===== src/rtl/retire_unit.sv =====
// retire_unit: in-order commit stage between the ROB head and the
// architectural register file / data memory.
//
// Each cycle the RETIRE_WIDTH-entry ROB head window is scanned and the longest
// in-order prefix of completed, non-faulting entries is committed. The prefix
// is cut short when a store cannot be given a free slot in the store drain
// buffer. Register results leave through registered write ports (port i =
// slot i). Stores are queued into a FIFO that drains to memory through a
// valid/ready handshake. A completed faulting entry directly behind a fully
// committed prefix stops retirement. The unit then waits for the store buffer
// to empty and pulses flush for one cycle.
//
// Ports:
//   clk, reset         clock; asynchronous active-high reset
//   rob_*              ROB head window, slot 0 = oldest entry
//   retire_cnt         entries popped from the ROB head this cycle (comb)
//   rf_we/waddr/wdata  registered register-file write ports
//   mem_valid/ready    store drain handshake; mem_addr/mem_wdata = FIFO head
//   flush, exc_pc      one-cycle flush pulse; PC of the last faulting entry
//   retired_total      committed-instruction counter (wraps)
module retire_unit #(
  parameter int unsigned RETIRE_WIDTH = 2,
  parameter int unsigned XLEN         = 32,
  parameter int unsigned RADDR_W      = 5,
  parameter int unsigned STQ_DEPTH    = 8
) (
  input  logic                               clk,
  input  logic                               reset,
  input  logic [RETIRE_WIDTH-1:0]            rob_valid,
  input  logic [RETIRE_WIDTH-1:0]            rob_done,
  input  logic [RETIRE_WIDTH-1:0]            rob_exc,
  input  logic [RETIRE_WIDTH-1:0]            rob_mem_write,
  input  logic [RETIRE_WIDTH*RADDR_W-1:0]    rob_rd,
  input  logic [RETIRE_WIDTH*XLEN-1:0]       rob_result,
  input  logic [RETIRE_WIDTH*XLEN-1:0]       rob_mem_data,
  input  logic [RETIRE_WIDTH*XLEN-1:0]       rob_pc,
  output logic [$clog2(RETIRE_WIDTH+1)-1:0]  retire_cnt,
  output logic [RETIRE_WIDTH-1:0]            rf_we,
  output logic [RETIRE_WIDTH*RADDR_W-1:0]    rf_waddr,
  output logic [RETIRE_WIDTH*XLEN-1:0]       rf_wdata,
  output logic                               mem_valid,
  input  logic                               mem_ready,
  output logic [XLEN-1:0]                    mem_addr,
  output logic [XLEN-1:0]                    mem_wdata,
  output logic                               flush,
  output logic [XLEN-1:0]                    exc_pc,
  output logic [31:0]                        retired_total
);

  localparam int unsigned CW = $clog2(RETIRE_WIDTH + 1);
  localparam int unsigned NW = $clog2(STQ_DEPTH + 1);
  // A depth-1 buffer still gets a 1-bit pointer; the count limit keeps
  // occupancy at STQ_DEPTH, so the spare storage entry is harmless.
  localparam int unsigned PW = (STQ_DEPTH > 1) ? $clog2(STQ_DEPTH) : 1;
  localparam int unsigned SN = 1 << PW;

  typedef enum logic {RUN, DRAIN} stateT;

  stateT                 state;
  logic [NW-1:0]         count;
  logic [NW-1:0]         freeSlots;
  logic [NW-1:0]         nStores;
  logic [PW-1:0]         head;
  logic [PW-1:0]         tail;
  logic [XLEN-1:0]       stqAddr [SN];
  logic [XLEN-1:0]       stqData [SN];
  logic [RETIRE_WIDTH-1:0] take;
  logic [RETIRE_WIDTH-1:0] enq;
  logic [PW-1:0]         enqPtr [RETIRE_WIDTH];
  logic                  stopScan;
  logic                  excHit;
  logic [XLEN-1:0]       excPcNext;
  logic                  deq;

  assign mem_valid = (count != '0);
  assign deq       = mem_valid & mem_ready;
  assign mem_addr  = stqAddr[head];
  assign mem_wdata = stqData[head];

  // Commit scan. freeSlots uses the registered count only: a dequeue in the
  // same cycle is not credited. A store that does not fit ends the scan, so
  // a fault behind it is not reported until the prefix reaches it.
  always_comb begin
    take       = '0;
    enq        = '0;
    nStores    = '0;
    retire_cnt = '0;
    excHit     = 1'b0;
    excPcNext  = '0;
    stopScan   = 1'b0;
    freeSlots  = NW'(STQ_DEPTH) - count;
    for (int unsigned i = 0; i < RETIRE_WIDTH; i++) begin
      enqPtr[i] = tail;
    end
    if (state == RUN) begin
      for (int unsigned i = 0; i < RETIRE_WIDTH; i++) begin
        if (!stopScan) begin
          if (rob_valid[i] & rob_done[i] & !rob_exc[i]) begin
            if (rob_mem_write[i]) begin
              if (nStores < freeSlots) begin
                take[i]   = 1'b1;
                enq[i]    = 1'b1;
                enqPtr[i] = tail + PW'(nStores);
                nStores   = nStores + NW'(1);
              end else begin
                stopScan = 1'b1;
              end
            end else begin
              take[i] = 1'b1;
            end
          end else begin
            stopScan = 1'b1;
            if (rob_valid[i] & rob_done[i]) begin
              excHit    = 1'b1;
              excPcNext = rob_pc[i*XLEN +: XLEN];
            end
          end
        end
      end
    end
    for (int unsigned i = 0; i < RETIRE_WIDTH; i++) begin
      if (take[i]) retire_cnt = retire_cnt + CW'(1);
    end
  end

  // Store buffer storage carries no reset; occupancy is tracked by count.
  always_ff @(posedge clk) begin
    for (int unsigned i = 0; i < RETIRE_WIDTH; i++) begin
      if (enq[i]) begin
        stqAddr[enqPtr[i]] <= rob_result[i*XLEN +: XLEN];
        stqData[enqPtr[i]] <= rob_mem_data[i*XLEN +: XLEN];
      end
    end
  end

  always_ff @(posedge clk or posedge reset) begin
    if (reset) begin
      state         <= RUN;
      count         <= '0;
      head          <= '0;
      tail          <= '0;
      rf_we         <= '0;
      rf_waddr      <= '0;
      rf_wdata      <= '0;
      flush         <= 1'b0;
      exc_pc        <= '0;
      retired_total <= '0;
    end else begin
      flush <= 1'b0;
      for (int unsigned i = 0; i < RETIRE_WIDTH; i++) begin
        rf_we[i] <= take[i] & !rob_mem_write[i] &
                    (rob_rd[i*RADDR_W +: RADDR_W] != '0);
        if (take[i] & !rob_mem_write[i] & (rob_rd[i*RADDR_W +: RADDR_W] != '0)) begin
          rf_waddr[i*RADDR_W +: RADDR_W] <= rob_rd[i*RADDR_W +: RADDR_W];
          rf_wdata[i*XLEN +: XLEN]       <= rob_result[i*XLEN +: XLEN];
        end
      end
      head          <= head + PW'(deq);
      tail          <= tail + PW'(nStores);
      count         <= count + nStores - NW'(deq);
      retired_total <= retired_total + 32'(retire_cnt);
      case (state)
        RUN: begin
          if (excHit) begin
            state  <= DRAIN;
            exc_pc <= excPcNext;
          end
        end
        DRAIN: begin
          if (count == '0) begin
            flush <= 1'b1;
            state <= RUN;
          end
        end
        default: state <= RUN;
      endcase
    end
  end

endmodule

===== config.mk =====
export PLATFORM = sky130hd
export DESIGN_NAME = retire_unit
export DESIGN_NICKNAME = d
export VERILOG_FILES = /design/src/rtl/retire_unit.sv
export SDC_FILE = /design/constraint.sdc
export NUM_CORES = 1
export LEC_CHECK = 0
export CAP_MARGIN = 40
export CORE_MARGIN = 4
export CORE_UTILIZATION = 35
export DETAILED_ROUTE_END_ITERATION = 8
export PLACE_DENSITY = 0.54
export SLEW_MARGIN = 40
export SYNTH_ARGS = -nofsm -noshare
export SYNTH_HDL_FRONTEND = slang
export SYNTH_SLANG_ARGS = --single-unit

===== constraint.sdc =====
create_clock -name clk -period 8.2 [get_ports clk]
set_input_delay 1.23 -clock clk [delete_from_list [all_inputs] [get_ports clk]]
set_output_delay 1.23 -clock clk [all_outputs]
set_load 0.01 [all_outputs]

### Word-level counts from Yosys, hierarchy flattened

Memory sizes are Yosys's and may differ from the RTL's.
Index checks and enable logic that the tools add are counted.

| operators by class | value |
|---|---|
| $add $sub $neg | 9 |
| magnitude comparators | 2 |
| muxes and demuxes | 54 |
| bitwise gates (word level) | 10 |
| reductions and logical operators | 9 |

Operators by type and width:

| operator | count |
|---|---|
| $mux W32 | 5 |
| $mux W1 | 34 |
| $add A32 B2 Y32 | 1 |
| $mux W4 | 6 |
| $mux W3 | 5 |
| $reduce_bool A5 Y1 | 2 |
| $and A1 B1 Y1 | 9 |
| $add A3 B3 Y3 | 2 |
| $mux W2 | 3 |
| $add A4 B1 Y4 const B | 1 |
| $add A4 B4 Y4 | 1 |
| $logic_not A1 Y1 | 4 |
| $logic_not A4 Y1 | 1 |
| $lt A1 B4 Y1 const A | 1 |
| $lt A4 B4 Y1 | 1 |
| $reduce_bool A4 Y1 | 1 |
| $sub A4 B1 Y4 | 1 |
| $sub A4 B4 Y4 const A | 1 |
| $add A3 B1 Y3 | 1 |
| $add A2 B1 Y2 const B | 1 |
| $pmux W1 S2 | 1 |
| $reduce_and A2 Y1 | 1 |
| $not A1 Y1 | 1 |

| word-level totals | value |
|---|---|
| bits in registers | 152 |
| memory bits (writable) | 512 |
| input bits | 213 |
| output and inout port bits | 208 |
| word-level logic and storage cells | 98 |
| memories kept | 2 |

Memories:

| memory | words | bits a word | rd ports | clocked after Yosys merged registers in | write ports | RTL line | RTL |
|---|---|---|---|---|---|---|---|
| stqAddr | 8 | 32 | 1 | 0 | 2 | 65 | `logic [XLEN-1:0] stqAddr [SN];` |
| stqData | 8 | 32 | 1 | 0 | 2 | 66 | `logic [XLEN-1:0] stqData [SN];` |

### Longest topological paths before layout

Gate-level depths: netlist of the first run.

| logic depth | value |
|---|---|
| depth after elaboration | 16 |
| depth in mapped cells | 16 |
| gate-level depth less buffers | 15 |

### Worst setup path after synthesis of the first run

OpenSTA, ideal clock, no wires.

| timing path | value |
|---|---|
| kind | input-to-reg |
| start | in rob_exc[0] |
| end | mem stqAddr[0][0] (enable) |
| library setup time | 0.661 ns |
| arrival | 8.483 ns |
| required time | 7.539 ns |
| setup slack | -0.944 ns |
| cell stages on the path | 4 |
| path buffers | 1 |
| path through | and3b_1 > clkbuf_1 > o211ai_1 > o41ai_1 |

RTL lines:

| item | RTL line | RTL |
|---|---|---|
| from (decl) | 31 | `input logic [RETIRE_WIDTH-1:0] rob_exc,` |
| to (decl) | 65 |  |

### Final worst setup path of the first run

| timing path | value |
|---|---|
| start | in rob_exc[0] |
| end | out retire_cnt[1] |

| on the way | value |
|---|---|
| longest elaborated chain between the ends | 11 |
| elaborated cells between the ends (all ways) | 16 |
| classes of those cells | 1 x add/sub; 1 x order compare; 12 x mux; 1 x bitwise; 1 x reduce/logical |

RTL lines:

| item | RTL line | RTL |
|---|---|---|
| $logic_not A1 Y1 * | 98 | `if (rob_valid[i] & rob_done[i] & !rob_exc[i]) begin` |
| $and A1 B1 Y1 * | 98 |  |
| $mux W1 | 98 |  |
| $mux W4 | 95 | `if (state == RUN) begin` |
| $lt A4 B4 Y1 | 100 | `if (nStores < freeSlots) begin` |
| $mux W1 | 100 |  |
| $mux W1 | 99 | `if (rob_mem_write[i]) begin` |
| $mux W1 | 98 |  |
| $mux W1 | 97 | `if (!stopScan) begin` |
| $mux W2 * | 95 |  |
| $mux W2 * | 122 | `if (take[i]) retire_cnt = retire_cnt + CW'(1);` |
| to (decl) | 37 | `output logic [$clog2(RETIRE_WIDTH+1)-1:0] retire_cnt,` |

Every way passes the cells marked *; elsewhere a longest branch is shown, timed or not. The select of a mux whose other input is x is not followed.

==> results.py, run 1 <==
metrics = {
    "synth": {
        "async_flop_share_pct": 22.9,
        "synth_edf_count": 512,
        "synthFlopType": "edfxtp_1",
        "syn_nets": 2141,
        "avgSynthCellArea_um2": 16.9,
        "ys_seq_area_share_pct": 59.3,
        "synth_cells": 1908,
        "synth_seq_cells": 664,
        "yosys_warnings": 0,
        "yosysUniqueCellTypes": 54,
        "syn_area_um2": 32300,
    },
    "floorplan": {
        "die_x_um": 312,
        "coreArea_um2": 91700,
        "die_h_um": 312,
        "die_area_um2": 97300,
        "initial_core_util_pct": 35.3,
        "fp-row-count": 111,
        "pin_count": 421,
    },
    "grt": {
        "grt_pass1_vias": 21348,
        "grt_max_degree": 73,
        "grt_usage_pct": 19.1,
        "overflow": 0,
        "grt_pass1_wl_um": 141000,
        "grt_antenna_before_repair": 3,
    },
    "timing": {
        "rsz0062_at_grt": "false",
        "fmax_mhz": 195,
        "setup_viol": 0,
        "final.setup.worst_slack_ns": 3.07,
        "relSlewSlack_pct": 43.5,
        "finalHoldViolations": 0,
        "final_period_minus_worst_setup_slack_ns": 5.13,
        "fin_crit_sh_pct": 62.5,
        "hold_ws_ns": 0.489,
        "worst_pin_slew_ns": 0.844,
        "fin_skew_ns": 0.0178,
        "slew_violations": 0,
    },
    "setup_path": {
        "start_kind": "input pin",
        "critical_path_class": "input pin to output port",
        "end_kind": "output port",
        "worstPathRequired_ns": 6.97,
        "crit_path_max_fanout": 11,
        "arrival_ns": 3.90,
    },
    "cts": {
        "path_clk_slew_ns": 0.05,
        "hold_buffers": 0,
        "cts_made_buffers": 80,
        "cts-root-buf": "clkbuf_16",
        "cts_max_path_buffers": 3,
        "post_cts_resized": 0,
        "post-cts-setup-buffer-count": 0,
        "cts_tree": "done",
        "clk_latency_ns": 0.63,
        "cts_max_level": 3,
        "cts_num_sinks": 664,
    },
    "cells_and_area": {
        "regArea_um2": 19200,
        "fillers": 8084,
        "multi_input_area_um2": 12700,
        "layout.nets": 2573,
        "finish.utilization_pct": 44.7,
        "syn_to_final_growth_pct": 26.7,
        "drive_gt1_share_pct": 36.2,
    },
    "detailed_routing": {
        "ant_nets": 0,
        "drt_first_pass_iters": 5,
        "wire_per_inst_um": 26.2,
        "drt-total-wl_um": 94100,
        "vias_per_cell": 5.35,
        "vias": 19224,
        "first_iter_violations": 1167,
        "drcViolationCount": 0,
    },
    "pwr": {
        "cellLeakagePower_nw": 14.3,
        "switchingPower_w": 0.00331,
        "switching_share_pct": 29.4,
        "power.internal_w": 0.00795,
        "p_clk_share_pct": 32.1,
        "p_comb_share_pct": 31.6,
        "vdd_drop_max_v": 0.000176,
        "pwr-share-seq_pct": 36.3,
        "powerDensity_nw_per_um2": 275,
    },
    "place": {
        "place_ws_ns": 2.46,
        "io_buffer_count": 420,
        "place_hpwl_um": 57300,
        "routabilityCongestion": 0.783,
    },
    "status": {
        "outcome": "completed",
    },
    "hold_path": {
        "hp-class": "register to register",
    },
    "flow_run": {
        "maxCapViolations": 0,
    },
}
==> cells in the final DEF, fill, tap and decap left out, types with 4 or more instances in the layout <==
master / synthesis / layout
clkdlybuf4s50_1: 0 / 420
o211ai_1: 40 / 40
clkbuf_8: 0 / 11
and2_1: 7 / 7
o31ai_4: 0 / 6
buf_8: 0 / 5
nor3_1: 5 / 5
nor2_1: 8 / 7
nand4_1: 13 / 13
mux2_2: 530 / 530
ha_1: 17 / 17
o211ai_4: 5 / 5
clkinv_1: 0 / 8
edfxtp_1: 512 / 512
buf_4: 1 / 36
dfrtp_1: 152 / 149
and4_1: 5 / 5
o2111ai_1: 33 / 32
clkbuf_16: 0 / 82
mux4_2: 128 / 128
nand2_1: 76 / 76
nand3_1: 13 / 13
inv_1: 23 / 22
buf_6: 1 / 5
clkinv_2: 0 / 14
xor2_1: 6 / 6
buf_12: 0 / 7
clkbuf_1: 51 / 20
nand2b_1: 4 / 4
bufinv_16: 0 / 7
a21oi_1: 4 / 4
mux2_1: 120 / 120
and3_1: 5 / 5
nor4_1: 4 / 4
xnor2_1: 29 / 28
==> logic make-up after synthesis <==
family | count (synthesis) | share of synthesized area, %
flops | 664 | 59.3
buf+inv | 151 | 2.01
simple gates | 153 | 2.38
xor+xnor | 36 | 0.999
fa+ha+maj | 20 | 0.844
mux | 778 | 31.6
compound gates | 106 | 2.86
==> worst max-delay path, cell delays in order <==
cell             delay, ns
clkdlybuf4s50_1       0.44
nand4bb_1             0.67
a21oi_1               0.58
and2_1                0.19
ha_1                  0.19
clkdlybuf4s50_1       0.58
==> path summary, 6_finish.rpt <==
kind	startpoint	end	slack, ns	depth (start not counted)
max	rob_exc[0]	retire_cnt[1]	3.07	6
min	retired_total[31]$_DFF_PP0_	retired_total[31]$_DFF_PP0_	0.49	1
max reg2reg	count[0]$_DFF_PP0_	stqData[5][26]$_DFFE_PP_	3.42	14
min reg2reg	retired_total[31]$_DFF_PP0_	retired_total[31]$_DFF_PP0_	0.49	1
max in group asynchronous	reset	rf_wdata[55]$_DFFE_PP0P_	6.26	4
min in group asynchronous	reset	rf_waddr[4]$_DFFE_PP0P_	0.99	2
==> metrics by stage <==
step	cell area [um2]	instances	total power [W]	setup TNS, ns
2_1_floorplan	32300	1908	0.00602	-120.85
4_1_cts	40900	3592	0.0115	0
3_5_place_dp	38200	3442	0.00778	0
3_3_place_gp	38000	3429	0.00771	0
5_1_grt	41000	3595	0.0118	0
6_report	41000	3596	0.0113	0
==> registers in the layout, summed over array words and instances (netlist names), 2 cells and up <==
name,flops
stqAddr,256
stqData,256
rf_wdata,64
exc_pc,32
retired_total,32
rf_waddr,10
count,4
head,3
tail,3
rf_we,2
==> Yosys cell counts, types with 2 or more instances <==
cell type  number  area share, %
mux2_2        530             18
edfxtp_1      512             48
dfrtp_1       152             12
mux4_2        128            8.9
mux2_1        120            4.2
nand2_1        76           0.88
buf_2          56           0.87
clkbuf_1       51           0.59
o211ai_1       40           0.93
o2111ai_1      33           0.89
xnor2_1        29           0.79
inv_1          23           0.27
buf_1          18           0.21
ha_1           17           0.66
nand3_1        13           0.20
nand4_1        13           0.25
nor2_1          8          0.093
and2_1          7           0.14
o31ai_1         6           0.14
xor2_1          6           0.16
and3_1          5          0.097
and4_1          5           0.14
nor3_1          5          0.077
o211ai_4        5           0.33
a21oi_1         4          0.062
nand2b_1        4          0.077
nor4_1          4          0.077
o21ai_0         4          0.062
fa_1            3           0.19
nor4_2          3           0.12
a31o_2          2          0.054
nand3b_1        2          0.046
nor3b_1         2          0.046
o41ai_1         2          0.054
==> power by group through the flow <==
stage               Sequential (W)  Combinational, W  Clock [W]
floorplan                  0.00413           0.00189          0
global placement           0.00422           0.00349          0
detailed placement         0.00415           0.00363          0
CTS                        0.00409           0.00365    0.00371
global route               0.00412           0.00382    0.00385
finish                     0.00408           0.00356    0.00362
==> final cells by class <==
class | count | share of cell area (%)
multi-input combinational | 1093 | 30.9
antenna | 2 | 0.0122
sequential | 664 | 46.8
clock inverter | 37 | 0.999
tap | 1186 | 3.62
timing repair buffer | 477 | 11.8
clock buffer | 113 | 5.56
inverter | 24 | 0.232
==> layer usage <==
metal | vias up | GRT usage, % | share of wire [%]
li1 | 8511 | - | -
met1 | 10075 | 25.5 | 43
met2 | 530 | 31.8 | 48
met3 | 104 | 4.85 | 6.5
met4 | 4 | 3.88 | 1.8
met5 | - | 0 | 0.018
Power figures use the tool's default switching activity.
==> inputs of run 2 (changes only) <==
==> constraint.sdc (replaced) <==
create_clock -name clk -period 4.25 [get_ports clk]
set_input_delay 0.6375 -clock clk [delete_from_list [all_inputs] [get_ports clk]]
set_output_delay 0.6375 -clock clk [all_outputs]
set_load 0.01 [all_outputs]
==> run 2 against run 1 <==
Effect of this change: non-clock buffer count rose by 13; cell count rose by 0.31%; total power grew 91%; sequential cell count did not move; sequential power up 95%; combinational power up 95%; clock skew is 0.0037 ns higher; critical path depth grew 7; routed wire length increased by 2.9%; register-to-register slack got worse by 3.1 ns; design area grew 0.68%; setup slack lost 2.7 ns; largest cell class unchanged; highest routed layer unchanged.
==> results.py, run 2 (synthesis results as in run 1) <==
metrics = {
    "grt": {
        "overflow": 0,
        "grt_antenna_before_repair": 8,
        "grt_max_degree": 86,
        "grt_pass1_wl_um": 143000,
        "grt_pass1_vias": 21210,
        "grt_usage_pct": 19.7,
    },
    "floorplan": {
        "die_h_um": 312,
        "initial_core_util_pct": 35.3,
        "die_x_um": 312,
        "die_area_um2": 97300,
        "pin_count": 421,
        "fp-row-count": 111,
        "coreArea_um2": 91700,
    },
    "detailed_routing": {
        "vias": 19416,
        "wire_per_inst_um": 26.8,
        "vias_per_cell": 5.38,
        "first_iter_violations": 1117,
        "drt_first_pass_iters": 5,
        "ant_nets": 0,
        "drt-total-wl_um": 96800,
        "drcViolationCount": 0,
    },
    "timing": {
        "fin_skew_ns": 0.0215,
        "setup_viol": 0,
        "finalHoldViolations": 0,
        "rsz0062_at_grt": "false",
        "slew_violations": 0,
        "worst_pin_slew_ns": 0.775,
        "relSlewSlack_pct": 48.1,
        "final_period_minus_worst_setup_slack_ns": 3.92,
        "fin_crit_sh_pct": 92.1,
        "fmax_mhz": 255,
    },
    "place": {
        "place_hpwl_um": 58600,
        "io_buffer_count": 420,
        "placed_cell_area_um2": 38700,
        "routabilityCongestion": 0.796,
    },
    "cts": {
        "cts-root-buf": "clkbuf_16",
        "cts_num_sinks": 664,
        "post-cts-setup-buffer-count": 0,
        "path_clk_slew_ns": 0.06,
        "cts_max_level": 3,
        "post_cts_resized": 0,
        "cts_tree": "done",
        "clk_latency_ns": 0.60,
        "cts_made_buffers": 79,
        "hold_buffers": 0,
        "cts_max_path_buffers": 3,
    },
    "cells_and_area": {
        "mostFrequentLayoutCells": "530 x mux2_2, 512 x edfxtp_1, 420 x clkdlybuf4s50_1, 149 x dfrtp_1, 128 x mux4_2",
        "syn_to_final_growth_pct": 27.6,
        "layout.nets": 2585,
        "final_common_cell": "mux2_2",
        "regArea_um2": 19200,
        "fillers": 8057,
        "multi_input_area_um2": 12700,
        "drive_gt1_share_pct": 36.4,
        "design_area_um2": 41200,
    },
    "setup_path": {
        "end_kind": "register",
        "arrival_ns": 4.27,
        "critical_path_class": "register to register",
        "worstPathRequired_ns": 4.61,
        "start_kind": "register",
        "crit_path_max_fanout": 64,
    },
    "pwr": {
        "pwr-share-seq_pct": 37.0,
        "vdd_drop_max_v": 0.000356,
        "p_clk_share_pct": 30.8,
        "powerDensity_nw_per_um2": 521,
        "switching_share_pct": 29.7,
        "switchingPower_w": 0.00639,
        "p_comb_share_pct": 32.2,
        "power.internal_w": 0.0151,
        "p_total_w": 0.0215,
        "cellLeakagePower_nw": 14.4,
    },
    "status": {
        "outcome": "completed",
    },
    "hold_path": {
        "hp-class": "register to register",
    },
    "flow_run": {
        "maxCapViolations": 0,
    },
}
## run 2: changes by cell type in the layout (fill, tap and decap cells not counted), moves of 3 or more
| cell | delta |
|---|---|
| clkbuf_8 | -7 |
| clkinv_1 | +5 |
| buf_16 | -3 |
| buf_4 | -6 |
| buf_6 | -5 |
| buf_12 | +30 |
| diode_2 | +4 |
| bufinv_16 | -3 |
## run 2: final timing paths
kind | slack [ns] | endpoint | cells past startpoint | from
max in group asynchronous | 2.84 | rf_wdata[60]$_DFFE_PP0P_ | 3 | reset
setup reg to reg | 0.33 | stqData[6][2]$_DFFE_PP_ | 13 | count[0]$_DFF_PP0_
hold reg to reg | 0.48 | retired_total[31]$_DFF_PP0_ | 1 | retired_total[31]$_DFF_PP0_
hold / removal | 0.48 | retired_total[31]$_DFF_PP0_ | 1 | retired_total[31]$_DFF_PP0_
setup / recovery | 0.33 | stqData[6][2]$_DFFE_PP_ | 13 | count[0]$_DFF_PP0_
min in group asynchronous | 0.54 | retired_total[6]$_DFF_PP0_ | 2 | reset
## run 2: layout make-up
class	count	share of cell area, %
timing repair buffer	490	12.6
clock buffer	106	5.34
antenna	6	0.0364
multi-input combinational	1093	30.9
inverter	24	0.237
tap	1186	3.60
sequential	664	46.5
clock inverter	38	0.752
## run 2: worst max-delay path, cell delays in order (launching register included)
cell	delay, ns
dfrtp_1	0.45
inv_2	0.07
ha_2	0.21
nor3b_2	0.27
a31oi_4	0.05
o211ai_1	0.30
inv_1	0.13
ha_1	0.20
ha_1	0.41
inv_1	0.14
nor4_2	0.54
o211ai_4	0.15
buf_12	0.31
mux2_1	0.40
## run 2: per-layer routing
metal / GRT usage [%] / wire length (um) / vias to the layer above
met4: 4.30 / 1640 / 4
met3: 4.99 / 6500 / 116
met5: 0 / 29 / -
met2: 32.4 / 46800 / 539
li1: - / - / 8548
met1: 26.3 / 41800 / 10209
## run 2: power groups by stage
stage          Sequential, W  Combinational (W)  Clock [W]
6_report             0.00795            0.00693    0.00662
5_1_grt              0.00802            0.00744    0.00710
4_1_cts              0.00797            0.00710    0.00681
3_5_place_dp         0.00809            0.00706          0
3_3_place_gp         0.00808            0.00702          0
2_1_floorplan        0.00798            0.00369          0
## run 2: per-stage QoR
step           setup slack (ns)  setup TNS [ns]  utilization [%]  hold WS (ns)  std cells
2_1_floorplan            -0.791         -377.03                -         0.493       1908
3_3_place_gp              0.157               0             42.2         0.465       3454
3_5_place_dp             0.0873               0             42.2         0.469       3457
4_1_cts                   0.347               0             45.0         0.478       3601
5_1_grt                   0.112               0             45.0         0.517       3603
6_report                  0.334               0             45.0         0.482       3607
==> inputs of run 3 (changes only) <==
--- a/config.mk
+++ b/config.mk
@@ -6,10 +6,13 @@
 export NUM_CORES = 1
 export LEC_CHECK = 0
 export CAP_MARGIN = 40
+export CELL_PAD_IN_SITES_DETAIL_PLACEMENT = 1
+export CELL_PAD_IN_SITES_GLOBAL_PLACEMENT = 1
+export CORE_ASPECT_RATIO = 0.5
 export CORE_MARGIN = 4
 export CORE_UTILIZATION = 35
 export DETAILED_ROUTE_END_ITERATION = 8
-export PLACE_DENSITY = 0.54
+export PLACE_DENSITY = 0.62
 export SLEW_MARGIN = 40
 export SYNTH_ARGS = -nofsm -noshare
 export SYNTH_HDL_FRONTEND = slang
==> run 3 against run 2 <==
Effect of this change: critical path depth decreased by 9; total power shrank 3.6%; global-route usage up 0.47 points; cell count increased by 1.3%; clock skew shrank 0.0030 ns; die area increased by 0.30%; via count barely moved; worst hold slack better by 0.013 ns; sequential cell count did not move; design area down 0.56%; non-clock buffer count up 15; critical path type is now register to output port; highest routed layer unchanged.
==> results.py, run 3 (synthesis results as in run 1) <==
metrics = {
    "hold_path": {
        "hp-class": "register to register",
        "hold_path_depth": 1,
        "whs_endpoint": "retired_total[10]$_DFF_PP0_",
        "hp-start": "retired_total[10]$_DFF_PP0_",
    },
    "cells_and_area": {
        "mostFrequentLayoutCells": "530 x mux2_2, 512 x edfxtp_1, 420 x clkdlybuf4s50_1, 149 x dfrtp_1, 128 x mux4_2",
        "syn_to_final_growth_pct": 26.9,
        "final_common_cell": "mux2_2",
        "drive_gt1_share_pct": 36.1,
        "layout.nets": 2588,
    },
    "detailed_routing": {
        "vias_per_cell": 5.32,
        "drt-total-wl_um": 98200,
        "dr_wl_met2_um": 48900,
        "highest_layer": "met5",
        "drcViolationCount": 0,
        "vias": 19429,
        "wire_per_inst_um": 26.9,
        "ant_nets": 0,
        "first_iter_violations": 1285,
        "wl_met1_um": 44300,
        "drt_first_pass_iters": 5,
        "wl_met3_um": 3170,
    },
    "timing": {
        "fin_crit_sh_pct": 90.5,
        "final_period_minus_worst_setup_slack_ns": 3.85,
        "relSlewSlack_pct": 46.2,
        "fin_skew_ns": 0.0185,
        "rsz0062_at_grt": "false",
        "slew_violations": 0,
        "setup_viol": 0,
        "fmax_mhz": 260,
        "finalHoldViolations": 0,
        "finalSetupTns_ns": 0,
        "worst_pin_slew_ns": 0.802,
    },
    "pwr": {
        "pwr-share-seq_pct": 38.2,
        "switching_share_pct": 30.3,
        "p_comb_share_pct": 33.6,
        "vdd_drop_max_v": 0.000340,
        "switchingPower_w": 0.00627,
        "powerDensity_nw_per_um2": 505,
        "p_clk_share_pct": 28.2,
        "cellLeakagePower_nw": 14.2,
        "p_total_w": 0.0207,
        "power.internal_w": 0.0144,
    },
    "grt": {
        "grt_max_degree": 69,
        "grt_pass1_wl_um": 148000,
        "grt_usage_pct": 20.1,
        "grt_pass1_vias": 21838,
        "overflow": 0,
        "grt_antenna_before_repair": 8,
    },
    "cts": {
        "cts_num_sinks": 664,
        "cts_max_path_buffers": 3,
        "post-cts-setup-buffer-count": 0,
        "post_cts_resized": 0,
        "clk_latency_ns": 0.64,
        "cts_tree": "done",
        "cts_max_level": 3,
        "cts-root-buf": "clkbuf_16",
        "cts_made_buffers": 67,
        "hold_buffers": 0,
        "path_clk_slew_ns": 0.06,
    },
    "setup_path": {
        "path_buf_inv": 2,
        "crit_slowest_cell": "dfrtp_4",
        "crit_chain": "buf_4 -> mux4_2 -> mux2_2 -> clkdlybuf4s50_1",
        "start_kind": "register",
        "end_kind": "output port",
        "ff2ff_path_depth": 13,
        "critical_path_class": "register to output port",
        "arrival_ns": 3.21,
        "rr_startpoint": "count[0]$_DFF_PP0_",
        "crit_path_max_fanout": 23,
        "worstPathRequired_ns": 3.61,
        "r2r_setup_slack_ns": 0.40,
        "crit_family": "buffers and inverters",
        "cp_slowest_stage_delay_ns": 0.82,
        "r2r-end": "stqData[3][6]$_DFFE_PP_",
    },
    "floorplan": {
        "die_x_um": 438,
        "initial_core_util_pct": 35.5,
        "coreArea_um2": 91100,
        "fp-row-count": 78,
        "pin_count": 421,
        "die_area_um2": 97600,
        "die_h_um": 223,
    },
    "status": {
        "outcome": "completed",
    },
    "place": {
        "routabilityCongestion": 0.763,
        "io_buffer_count": 420,
        "place_hpwl_um": 62000,
    },
    "flow_run": {
        "maxCapViolations": 0,
    },
}
-- run 3: changes by cell type in the layout (fill, tap and decap cells not counted), sizes merged --
cell / change
inv: +3
clkinv: -14
clkinvlp: -1
clkbuf: -8
diode: +1
buf: +15
bufinv: -3
-- run 3: worst max path at each step --
stage | to | cells past startpoint | startpoint | slack (ns)
final | mem_addr[14] | 4 | head[0]$_DFF_PP0_ | 0.40
after global routing | stqAddr[3][25]$_DFFE_PP_ | 13 | count[0]$_DFF_PP0_ | 0.14
after CTS | mem_addr[14] | 4 | head[0]$_DFF_PP0_ | 0.28
after detailed placement | stqData[3][6]$_DFFE_PP_ | 11 | rob_exc[0] | 0.13
after floorplan | stqAddr[3][0]$_DFFE_PP_ | 5 | count[3]$_DFF_PP0_ | -0.79
after global placement | stqData[3][6]$_DFFE_PP_ | 11 | rob_exc[0] | 0.14
-- run 3: area by class of cell --
class	instances	area, um2
clock inverter	23	155
sequential	664	19200
tap	1240	1550
inverter	24	95.1
multi-input combinational	1093	12700
clock buffer	98	1910
antenna	7	17.5
fill	8783	50000
timing repair buffer	505	5370
-- run 3: per-layer routing --
layer	vias to the layer above	global-route usage (%)
li1	8559	-
met5	-	0
met2	336	33.6
met4	2	4.70
met1	10422	27.6
met3	110	3.24
-- run 3: power by group through the flow --
stage          clock [W]  combinational (W)  sequential, W
2_1_floorplan          0            0.00369        0.00798
3_3_place_gp           0            0.00699        0.00812
3_5_place_dp           0            0.00709        0.00807
4_1_cts          0.00603            0.00713        0.00794
5_1_grt          0.00630            0.00742        0.00799
6_report         0.00584            0.00696        0.00792
-- run 3: per-stage QoR --
step	instance area (um2)	cells	hold WS, ns	worst slack (ns)	util, %
after detailed placement	38900	3526	0.485	0.130	42.8
after CTS	41000	3647	0.500	0.280	45.0
final	41000	3654	0.495	0.402	45.0
after global placement	38800	3517	0.466	0.144	42.6
after global routing	41000	3654	0.510	0.145	45.0
after floorplan	32500	1908	0.493	-0.791	-
